File: src/rtl/latdff_cfg_loader.sv
// Configuration writer for a bank of LATDFF cells: streams one 4-bit word per
// cell into a shadow bank, commits all cells at once, then pulses GSR.
module latdff_cfg_loader #(
    parameter int N_FF       = 8,
    parameter int GSR_CYCLES = 4,
    parameter int CNT_W      = 6
) (
    input  logic             clk,
    input  logic             rst,
    input  logic             start,
    input  logic             abort,
    input  logic             cfg_valid,
    output logic             cfg_ready,
    input  logic [3:0]       cfg_data,
    output logic [N_FF-1:0]  SYNCASYNC_01,
    output logic [N_FF-1:0]  FFLAT_01,
    output logic [N_FF-1:0]  INIT01,
    output logic [N_FF-1:0]  SRHILO,
    output logic             GSR,
    output logic [CNT_W-1:0] word_cnt,
    output logic             cfg_done
);

    typedef enum logic [1:0] {IDLE, LOAD, PULSE, DONE} state_t;

    state_t            state_q, state_d;
    logic [CNT_W-1:0]  cnt_q, cnt_d;
    logic [7:0]        pulse_q, pulse_d;
    logic              gsr_q, gsr_d;
    logic              done_q, done_d;
    logic [N_FF-1:0]   sync_q, sync_d, fflat_q, fflat_d, init_q, init_d, sr_q, sr_d;
    logic [N_FF-1:0]   shSync_q, shSync_d, shFflat_q, shFflat_d;
    logic [N_FF-1:0]   shInit_q, shInit_d, shSr_q, shSr_d;

    always_ff @(posedge clk) begin
        if (rst) begin
            state_q   <= IDLE;
            cnt_q     <= '0;
            pulse_q   <= '0;
            gsr_q     <= 1'b0;
            done_q    <= 1'b0;
            sync_q    <= '0;
            fflat_q   <= '0;
            init_q    <= '0;
            sr_q      <= '0;
            shSync_q  <= '0;
            shFflat_q <= '0;
            shInit_q  <= '0;
            shSr_q    <= '0;
        end else begin
            state_q   <= state_d;
            cnt_q     <= cnt_d;
            pulse_q   <= pulse_d;
            gsr_q     <= gsr_d;
            done_q    <= done_d;
            sync_q    <= sync_d;
            fflat_q   <= fflat_d;
            init_q    <= init_d;
            sr_q      <= sr_d;
            shSync_q  <= shSync_d;
            shFflat_q <= shFflat_d;
            shInit_q  <= shInit_d;
            shSr_q    <= shSr_d;
        end
    end

    always_comb begin
        state_d   = state_q;
        cnt_d     = cnt_q;
        pulse_d   = pulse_q;
        gsr_d     = gsr_q;
        done_d    = done_q;
        sync_d    = sync_q;
        fflat_d   = fflat_q;
        init_d    = init_q;
        sr_d      = sr_q;
        shSync_d  = shSync_q;
        shFflat_d = shFflat_q;
        shInit_d  = shInit_q;
        shSr_d    = shSr_q;

        case (state_q)
            IDLE: begin
                if (start) begin
                    state_d = LOAD;
                    cnt_d   = '0;
                end
            end
            LOAD: begin
                if (abort) begin
                    state_d   = IDLE;
                    cnt_d     = '0;
                    shSync_d  = '0;
                    shFflat_d = '0;
                    shInit_d  = '0;
                    shSr_d    = '0;
                end else if (cfg_valid) begin
                    for (int i = 0; i < N_FF; i++) begin
                        if (cnt_q == CNT_W'(i)) begin
                            shSync_d[i]  = cfg_data[0];
                            shFflat_d[i] = cfg_data[1];
                            shInit_d[i]  = cfg_data[2];
                            shSr_d[i]    = cfg_data[3];
                        end
                    end
                    // Last word: the shadow already includes it, so the whole bank commits together.
                    if (cnt_q == CNT_W'(N_FF - 1)) begin
                        sync_d  = shSync_d;
                        fflat_d = shFflat_d;
                        init_d  = shInit_d;
                        sr_d    = shSr_d;
                        gsr_d   = 1'b1;
                        pulse_d = 8'd1;
                        state_d = PULSE;
                        cnt_d   = CNT_W'(N_FF);
                    end else begin
                        cnt_d = cnt_q + CNT_W'(1);
                    end
                end
            end
            PULSE: begin
                if (pulse_q == 8'(GSR_CYCLES)) begin
                    gsr_d   = 1'b0;
                    done_d  = 1'b1;
                    state_d = DONE;
                end else begin
                    pulse_d = pulse_q + 8'd1;
                end
            end
            DONE: begin
                if (start) begin
                    state_d = LOAD;
                    done_d  = 1'b0;
                    cnt_d   = '0;
                end
            end
            default: state_d = IDLE;
        endcase
    end

    assign cfg_ready    = (state_q == LOAD);
    assign SYNCASYNC_01 = sync_q;
    assign FFLAT_01     = fflat_q;
    assign INIT01       = init_q;
    assign SRHILO       = sr_q;
    assign GSR          = gsr_q;
    assign word_cnt     = cnt_q;
    assign cfg_done     = done_q;

endmodule
File: config.mk
export PLATFORM = sky130hd
export DESIGN_NAME = latdff_cfg_loader
export DESIGN_NICKNAME = d
export VERILOG_FILES = /design/src/rtl/latdff_cfg_loader.sv
export SDC_FILE = /design/constraint.sdc
export NUM_CORES = 1
export LEC_CHECK = 0
export ABC_AREA = 1
export CORE_MARGIN = 2
export CORE_UTILIZATION = 46
export CTS_BUF_LIST = sky130_fd_sc_hd__clkbuf_8
export DETAILED_ROUTE_END_ITERATION = 8
export HOLD_SLACK_MARGIN = 0.02
export MAX_ROUTING_LAYER = met4
export PLACE_DENSITY = 0.69
export SKIP_LAST_GASP = 1
export SLEW_MARGIN = 20
export SYNTH_ARGS = -nofsm -noshare
export SYNTH_HDL_FRONTEND = slang
export SYNTH_SLANG_ARGS = --single-unit
export TNS_END_PERCENT = 20
File: constraint.sdc
create_clock -name clk -period 2.1 [get_ports clk]
set_clock_uncertainty 0.15 [all_clocks]
set_input_delay 0.21 -clock clk [delete_from_list [all_inputs] [get_ports clk]]
set_output_delay 0.21 -clock clk [all_outputs]
set_load 0.02 [all_outputs]
# Word level (Yosys, flattened, before mapping)
# Index checks and enable logic that the tools add are counted.
[classes] add_sub_neg=2 n_eq_ne=20 n_mux=64 reduce_logical=14 bitwise=1
[op_table] cell="8-bit 2-to-1 mux" count=12
[op_table] cell="1-bit 2-to-1 mux" count=38
[op_table] cell="6-bit by 3-bit == test with 1-bit output (second input constant)" count=4
[op_table] cell="6-bit 2-to-1 mux" count=4
[op_table] cell="8-bit case mux with 2 select lines" count=1
[op_table] cell="6-bit by 2-bit == test with 1-bit output (second input constant)" count=2
[op_table] cell="6-bit case mux with 2 select lines" count=1
[op_table] cell="2-bit 2-to-1 mux" count=5
[op_table] cell="2-bit inequality test (second input constant)" count=5
[op_table] cell="5-bit AND reduction" count=2
[op_table] cell="8-bit by 1-bit adder with 8-bit output (second input constant)" count=1
[op_table] cell="8-bit by 3-bit == test with 1-bit output (second input constant)" count=1
[op_table] cell="4-bit AND reduction" count=2
[op_table] cell="2-bit nonzero test" count=4
[op_table] cell="6-bit by 1-bit adder with 6-bit output (second input constant)" count=1
[op_table] cell="6-bit by 1-bit == test with 1-bit output (second input constant)" count=1
[op_table] cell="6-bit zero test" count=1
[op_table] cell="2-bit case mux with 3 select lines" count=1
[op_table] cell="3-bit AND reduction" count=2
[op_table] cell="2-bit == test (second input constant)" count=2
[op_table] cell="2-bit by 1-bit inequality test with 1-bit output (second input constant)" count=2
[op_table] cell="1-bit case mux with 2 select lines" count=2
[op_table] cell="3-bit by 2-bit inequality test with 1-bit output (second input constant)" count=1
[op_table] cell="3-bit inequality test (second input constant)" count=1
[op_table] cell="other kinds (5)" count=5
[totals] elab_cells=114 out_inout_bits=41 reg_bits=82 input_bits=9

# Longest topological paths before layout
# Gate-level depths: netlist of run 1.
[logic_depth] word_depth=5 mapped_depth=10 ltp_nobuf=10

# Worst setup path before layout of run 1
# Ideal clock, no wire load.
[synth_path] kind="register to register" start="reg cnt_q[0] (netlist: word_cnt[0])" end="reg gsr_q (netlist: GSR)" setup_ps=127 synth_period_minus_slack_ps=1798 slack_ps=302 arrival_ps=1520 required_time_ps=1823 stages_incl_launch_ff=10 path_cell_list="dfxtp_1 > ha_1 > nand3_2 > nor2_4 > nand2_4 > nand2_4 > buf_6 > nand2_1 > nand2_1 > a21oi_2"
[synth_via] elab_chain_len=3
[synth_rtl] item="from (decl)" line="27" source="logic [CNT_W-1:0] cnt_q, cnt_d;"
[synth_rtl] item="from (signal assigned)" line="52" source="cnt_q <= cnt_d;"
[synth_rtl] item="6-bit by 3-bit == test with 1-bit output" line="107" source="if (cnt_q == CNT_W'(N_FF - 1)) begin"
[synth_rtl] item="2-bit by 1-bit inequality test with 1-bit output (no source line)"
[synth_rtl] item="5-bit AND reduction (no source line)"
[synth_rtl] item="to (signal assigned)" line="54" source="gsr_q <= gsr_d;"
[synth_rtl] item="to (decl)" line="29" source="logic gsr_q, gsr_d;"
# Every way passes these cells.
# A chain may end at the register's enable or synchronous reset.

# Final worst setup path of run 1
[layout_path] start="reg state_q[0]" end="out cfg_ready"
[layout_via] elab_chain_len=1
[layout_rtl] item="from (decl)" line="26" source="state_t state_q, state_d;"
[layout_rtl] item="from (signal assigned)" line="51" source="state_q <= state_d;"
[layout_rtl] item="2-bit by 1-bit == test with 1-bit output" line="141" source="assign cfg_ready = (state_q == LOAD);"
[layout_rtl] item="to (decl)" line="13" source="output logic cfg_ready,"
# Every way passes these cells.

==> results of run 1 <==
[kinds of logic (layout without fill, tap and decap cells)]
kind of cell	Yosys count	count (layout)	synth area share (%)
xor+xnor	2	2	0.470
compound gates	118	118	17.1
fa+ha+maj	9	9	3.02
flops	78	78	41.9
simple gates	246	246	30.1
buf+inv	60	112	7.36
[per-layer routing]
layer	wire length [um]	up-vias	GRT usage [%]
li1	-	1756	-
met1	4130	1534	27.0
met2	4000	71	33.5
met3	316	10	3.61
met4	123	0	7.73
met5	0	-	-
[worst reg2reg max path: cells and delay by family (launching register included)]
kind / cells / cell delay (ns)
flops: 1 / 0.39
buf+inv: 1 / 0.33
simple gates: 2 / 0.31
compound gates: 2 / 0.29
fa+ha+maj: 1 / 0.27
[cell usage after synthesis, drive strengths merged]
cell type	n	share of area, %
buf	11	2.4
xor2	2	0.47
ha	9	3.0
nand3b	2	0.40
nand3	27	5.0
dfxtp	78	42
inv	37	3.7
a21oi	47	6.4
a211oi	5	1.5
o21ai	62	8.3
o211ai	4	0.81
clkbuf	12	1.2
nand2	136	14
nand4	1	0.17
nor2	77	9.5
or2	1	0.17
nor3b	1	0.20
nor3	1	0.44
[metrics by stage]
step / total power, mW / cell area, um2 / hold WS [ns]
after floorplan: 2.49 / 3720 / 0.291
after global placement: 2.78 / 4300 / 0.290
after detailed placement: 2.81 / 4300 / 0.298
after CTS: 3.89 / 4490 / 0.310
after global routing: 4.10 / 4490 / 0.332
final: 3.87 / 4490 / 0.300
[worst max-delay path by stage]
stage,start,to,depth (start not counted)
5_1_grt,state_q[1],cfg_ready,3
2_1_floorplan,word_cnt[0],GSR,9
3_5_place_dp,abort,shSync_q[3],7
6_report,state_q[0],cfg_ready,2
3_3_place_gp,abort,GSR,9
4_1_cts,state_q[0],cfg_ready,2
[flip-flops by register name, summed over array words and instances (netlist names)]
signal        cells
shSr_q            7
SYNCASYNC_01      8
GSR               1
state_q           2
shSync_q          7
INIT01            8
SRHILO            8
shInit_q          7
word_cnt          6
pulse_q           8
cfg_done          1
shFflat_q         7
FFLAT_01          8
[cell type report]
| cell class | count | area (um2) | share of cell area, % |
|---|---|---|---|
| sequential | 78 | 1560 | 34.8 |
| timing repair buffer | 60 | 586 | 13.0 |
| clock inverter | 6 | 63.8 | 1.42 |
| multi-input combinational | 375 | 1890 | 42.1 |
| tap | 102 | 128 | 2.84 |
| inverter | 37 | 139 | 3.09 |
| clock buffer | 9 | 124 | 2.76 |
[power by group through the flow]
stage          sequential [mW]  combinational (mW)  clock (mW)
3_3_place_gp              1.65                1.12           0
2_1_floorplan             1.67               0.813           0
6_report                  1.62                1.16        1.09
4_1_cts                   1.62                1.16        1.11
5_1_grt                   1.63                1.30        1.18
3_5_place_dp              1.66                1.15           0
==> reports/qor.yml, run 1 <==
place:
  port_buffers: 49
  dp.cells: 652
  globalplace.congestion: 0.867
  pre_cts_ws_ns: 0.256
  dp.final_hpwl_um: 5780
worst_hold_path:
  hold_path_depth: 2
  hold_path.startpoint: "cfg_done"
  hold_class: "reg -> reg"
  hold_end: "cfg_done"
critical_path:
  worstSetupStartpointType: "register"
  max_stage_delay_ns: 0.64
  r2r-start: "state_q[0]"
  crit_slowest_cell: "clkdlybuf4s50_1"
  worstSetupPathType: "reg -> out"
  worst-r2r-setup-slack_ns: 0.29
  end_kind: "output pin"
  critical_path.max_fanout: 5
  crit_chain: "ha_1, clkdlybuf4s50_1"
  crit_family: "buffers and inverters"
  path_buf_inv: 1
  critPathArrivalTime_ns: 1.64
  r2r-end: "shSync_q[1]"
  required_ns: 1.74
  rr_worst_depth: 6
clock_tree:
  cts.repair_timing.setup_buffer_count: 0
  cts_tree: "done"
  clk_pin_slew_ns: 0.08
  clockBufferDepth: 2
  clock-sinks: 78
  ctsResizeCount: 0
  ctsHoldBuffers: 0
  root_buffer: "clkbuf_8"
  clock_latency_ns: 0.34
  cts_buffers: 9
  cts.htree.levels: 3
final_layout:
  instances_no_fill: 667
  layout.nets: 579
  final_cell_mix: "nand2_1 (133), dfxtp_1 (78), nor2_1 (71), clkdlybuf4s50_1 (49), a21oi_1 (46)"
  syn_to_final_growth_pct: 20.6
  n_fill_cell: 729
  antenna_cells: 0
  layout-drive-gt1-share_pct: 9.56
  final_common_cell: "nand2_1"
  fin_util_pct: 57.8
sta:
  relSlewSlack_pct: 74.1
  rsz0062_at_grt: "no"
  fin_ws_ns: 0.102
  finalHoldViolCount: 0
  worstMarginPinSlew_ns: 0.387
  final_max_slew_viol_count: 0
  period_share_pct: 95.1
  setup-tns-final_ns: 0
  fmax_ghz: 0.501
  setup_viol_count_final: 0
  period_needed_ns: 2.00
power:
  switchingPower_mw: 1.43
  max-vdd-ir-drop_mv: 0.456
  clkPwrFrac_pct: 28.3
  p_comb_share_pct: 29.9
  p_int_mw: 2.44
  p_sw_share_pct: 36.9
  seqPwrFrac_pct: 41.8
  power_leakage_nw: 1.73
  p_per_area_mw_per_mm2: 862
grt:
  grt_pass1_wl_um: 14400
  grt-ovfl-total: 0
  grt_usage_pct: 21.1
  grt_pass1_vias: 3137
  grt_max_degree: 42
  antenna_found_initial: 0
yosys:
  synth_cell_types: 33
  synth_fp_nets: 531
  synth_area_per_cell_um2: 7.26
  netlist_area_mm2: 0.00372
  synth-seq-cells: 78
  ys.warnings.count: 0
  syn-instance-count: 513
  synth.yosys.seq_area_share_pct: 41.9
route:
  detail-route-antenna-nets: 0
  wl_per_cell_um: 12.9
  drc: 0
  vias: 3371
  drt-initial-drc-count: 187
  first_pass_iters: 4
  wl_um: 8570
  vias_per_cell: 5.05
job:
  maxCapViolCount: 0
floorplan:
  fp.dieW_um: 94.0
  rows: 32
  coreArea_mm2: 0.00777
  fp.dieH_um: 94.0
  ios: 50
  dieArea_mm2: 0.00883
  initial_core_util_pct: 48.0
outcome:
  status: "finished, final reports clean"
Power figures use the tool's default switching activity.
==> run 2: changes to the inputs <==
Settings changed: CTS_CLUSTER_DIAMETER set to 200.
==> results of run 2 <==
Same layout as run 1: the final DEF is identical, and so are final timing and power.
==> run 3: changes to the inputs <==
Settings changed: CORE_UTILIZATION 46 to 40, PLACE_DENSITY 0.69 to unset, TNS_END_PERCENT 20 to unset.
==> reports/qor.yml, run 3 (same netlist as run 1, synthesis figures left out) <==
sta:
  setup-tns-final_ns: 0
  final_max_slew_viol_count: 0
  period_share_pct: 94.2
  finalHoldViolCount: 0
  relSlewSlack_pct: 63.5
  fmax_ghz: 0.505
  setup_viol_count_final: 0
  hold_ws_ns: 0.299
  period_needed_ns: 1.98
  worstMarginPinSlew_ns: 0.547
  rsz0062_at_grt: "no"
place:
  port_buffers: 49
  globalplace.congestion: 0.832
  dp.final_hpwl_um: 5800
  dpl_cell_area_mm2: 0.00432
final_layout:
  fin_util_pct: 49.8
  antenna_cells: 0
  layout.nets: 577
  final_common_cell: "nand2_1"
  layout-drive-gt1-share_pct: 9.40
  n_fill_cell: 905
  final_cell_mix: "nand2_1 (133), dfxtp_1 (78), nor2_1 (71), clkdlybuf4s50_1 (49), a21oi_1 (46)"
  fin_area_mm2: 0.00456
  syn_to_final_growth_pct: 22.3
power:
  clkPwrFrac_pct: 31.8
  p_sw_share_pct: 35.8
  p_per_area_mw_per_mm2: 891
  switchingPower_mw: 1.45
  seqPwrFrac_pct: 40.0
  max-vdd-ir-drop_mv: 0.435
  power_leakage_nw: 1.75
  power_mw: 4.06
  p_comb_share_pct: 28.1
  p_int_mw: 2.60
grt:
  antenna_found_initial: 0
  grt_max_degree: 44
  grt_pass1_vias: 3117
  grt_pass1_wl_um: 14900
  grt_usage_pct: 19.0
  grt-ovfl-total: 0
floorplan:
  fp.dieW_um: 101
  fp.dieH_um: 101
  dieArea_mm2: 0.0101
  ios: 50
  coreArea_mm2: 0.00915
  initial_core_util_pct: 40.7
  rows: 35
route:
  detail-route-antenna-nets: 0
  wl_um: 8770
  drc: 0
  vias: 3366
  vias_per_cell: 4.99
  wl_per_cell_um: 13.0
  first_pass_iters: 5
  drt-initial-drc-count: 179
clock_tree:
  cts_tree: "done"
  cts.repair_timing.setup_buffer_count: 0
  ctsHoldBuffers: 0
  ctsResizeCount: 0
  clock_latency_ns: 0.35
  root_buffer: "clkbuf_8"
  cts.htree.levels: 3
  cts_buffers: 9
  clk_pin_slew_ns: 0.08
  clock-sinks: 78
  clockBufferDepth: 2
job:
  maxCapViolCount: 0
critical_path:
  end_kind: "output pin"
  required_ns: 1.74
  critPathArrivalTime_ns: 1.62
  worstSetupPathType: "reg -> out"
  worstSetupStartpointType: "register"
  critical_path.max_fanout: 5
  worst-r2r-setup-slack_ns: 0.26
outcome:
  status: "finished, final reports clean"
worst_hold_path:
  hold_class: "reg -> reg"
run 3: power by group through the flow:
stage	clock [mW]	combinational (mW)	sequential, mW
2_1_floorplan	0	0.813	1.67
3_3_place_gp	0	1.12	1.66
3_5_place_dp	0	1.14	1.66
4_1_cts	1.33	1.14	1.62
5_1_grt	1.39	1.30	1.64
6_report	1.29	1.14	1.62
run 3: per-stage QoR:
| stage | setup WS [ns] | instances |
|---|---|---|
| floorplan | 0.302 | 513 |
| global placement | 0.228 | 659 |
| detailed placement | 0.189 | 659 |
| CTS | 0.0971 | 675 |
| global route | 0.0389 | 675 |
| finish | 0.121 | 675 |
run 3: area by class of cell:
class                      count  area (um2)  area share, %
clock buffer                  10         138           3.02
clock inverter                 6        93.8           2.06
inverter                      37         139           3.05
multi-input combinational    375        1890           41.5
sequential                    78        1560           34.3
tap                          111         139           3.05
timing repair buffer          58         596           13.1
run 3: path summary, 6_finish.rpt:
check,startpoint,end,depth (start not counted)
max,state_q[0],cfg_ready,2
min,cfg_done,cfg_done,2
max reg2reg,state_q[0],FFLAT_01[7],8
min reg2reg,cfg_done,cfg_done,2
run 3: critical path: stages (launching register included):
cell and delay (ns):
dfxtp_1 0.39, ha_1 0.25, clkdlybuf4s50_1 0.63
run 3: layer usage:
layer,part of all wire [%],up-vias,wire [um],GRT usage (%)
met5,0,-,0,-
met4,0.58,0,51,5.37
met3,3.4,5,300,3.19
met2,45,64,3940,29.0
met1,51,1547,4480,26.0
li1,-,1750,-,-
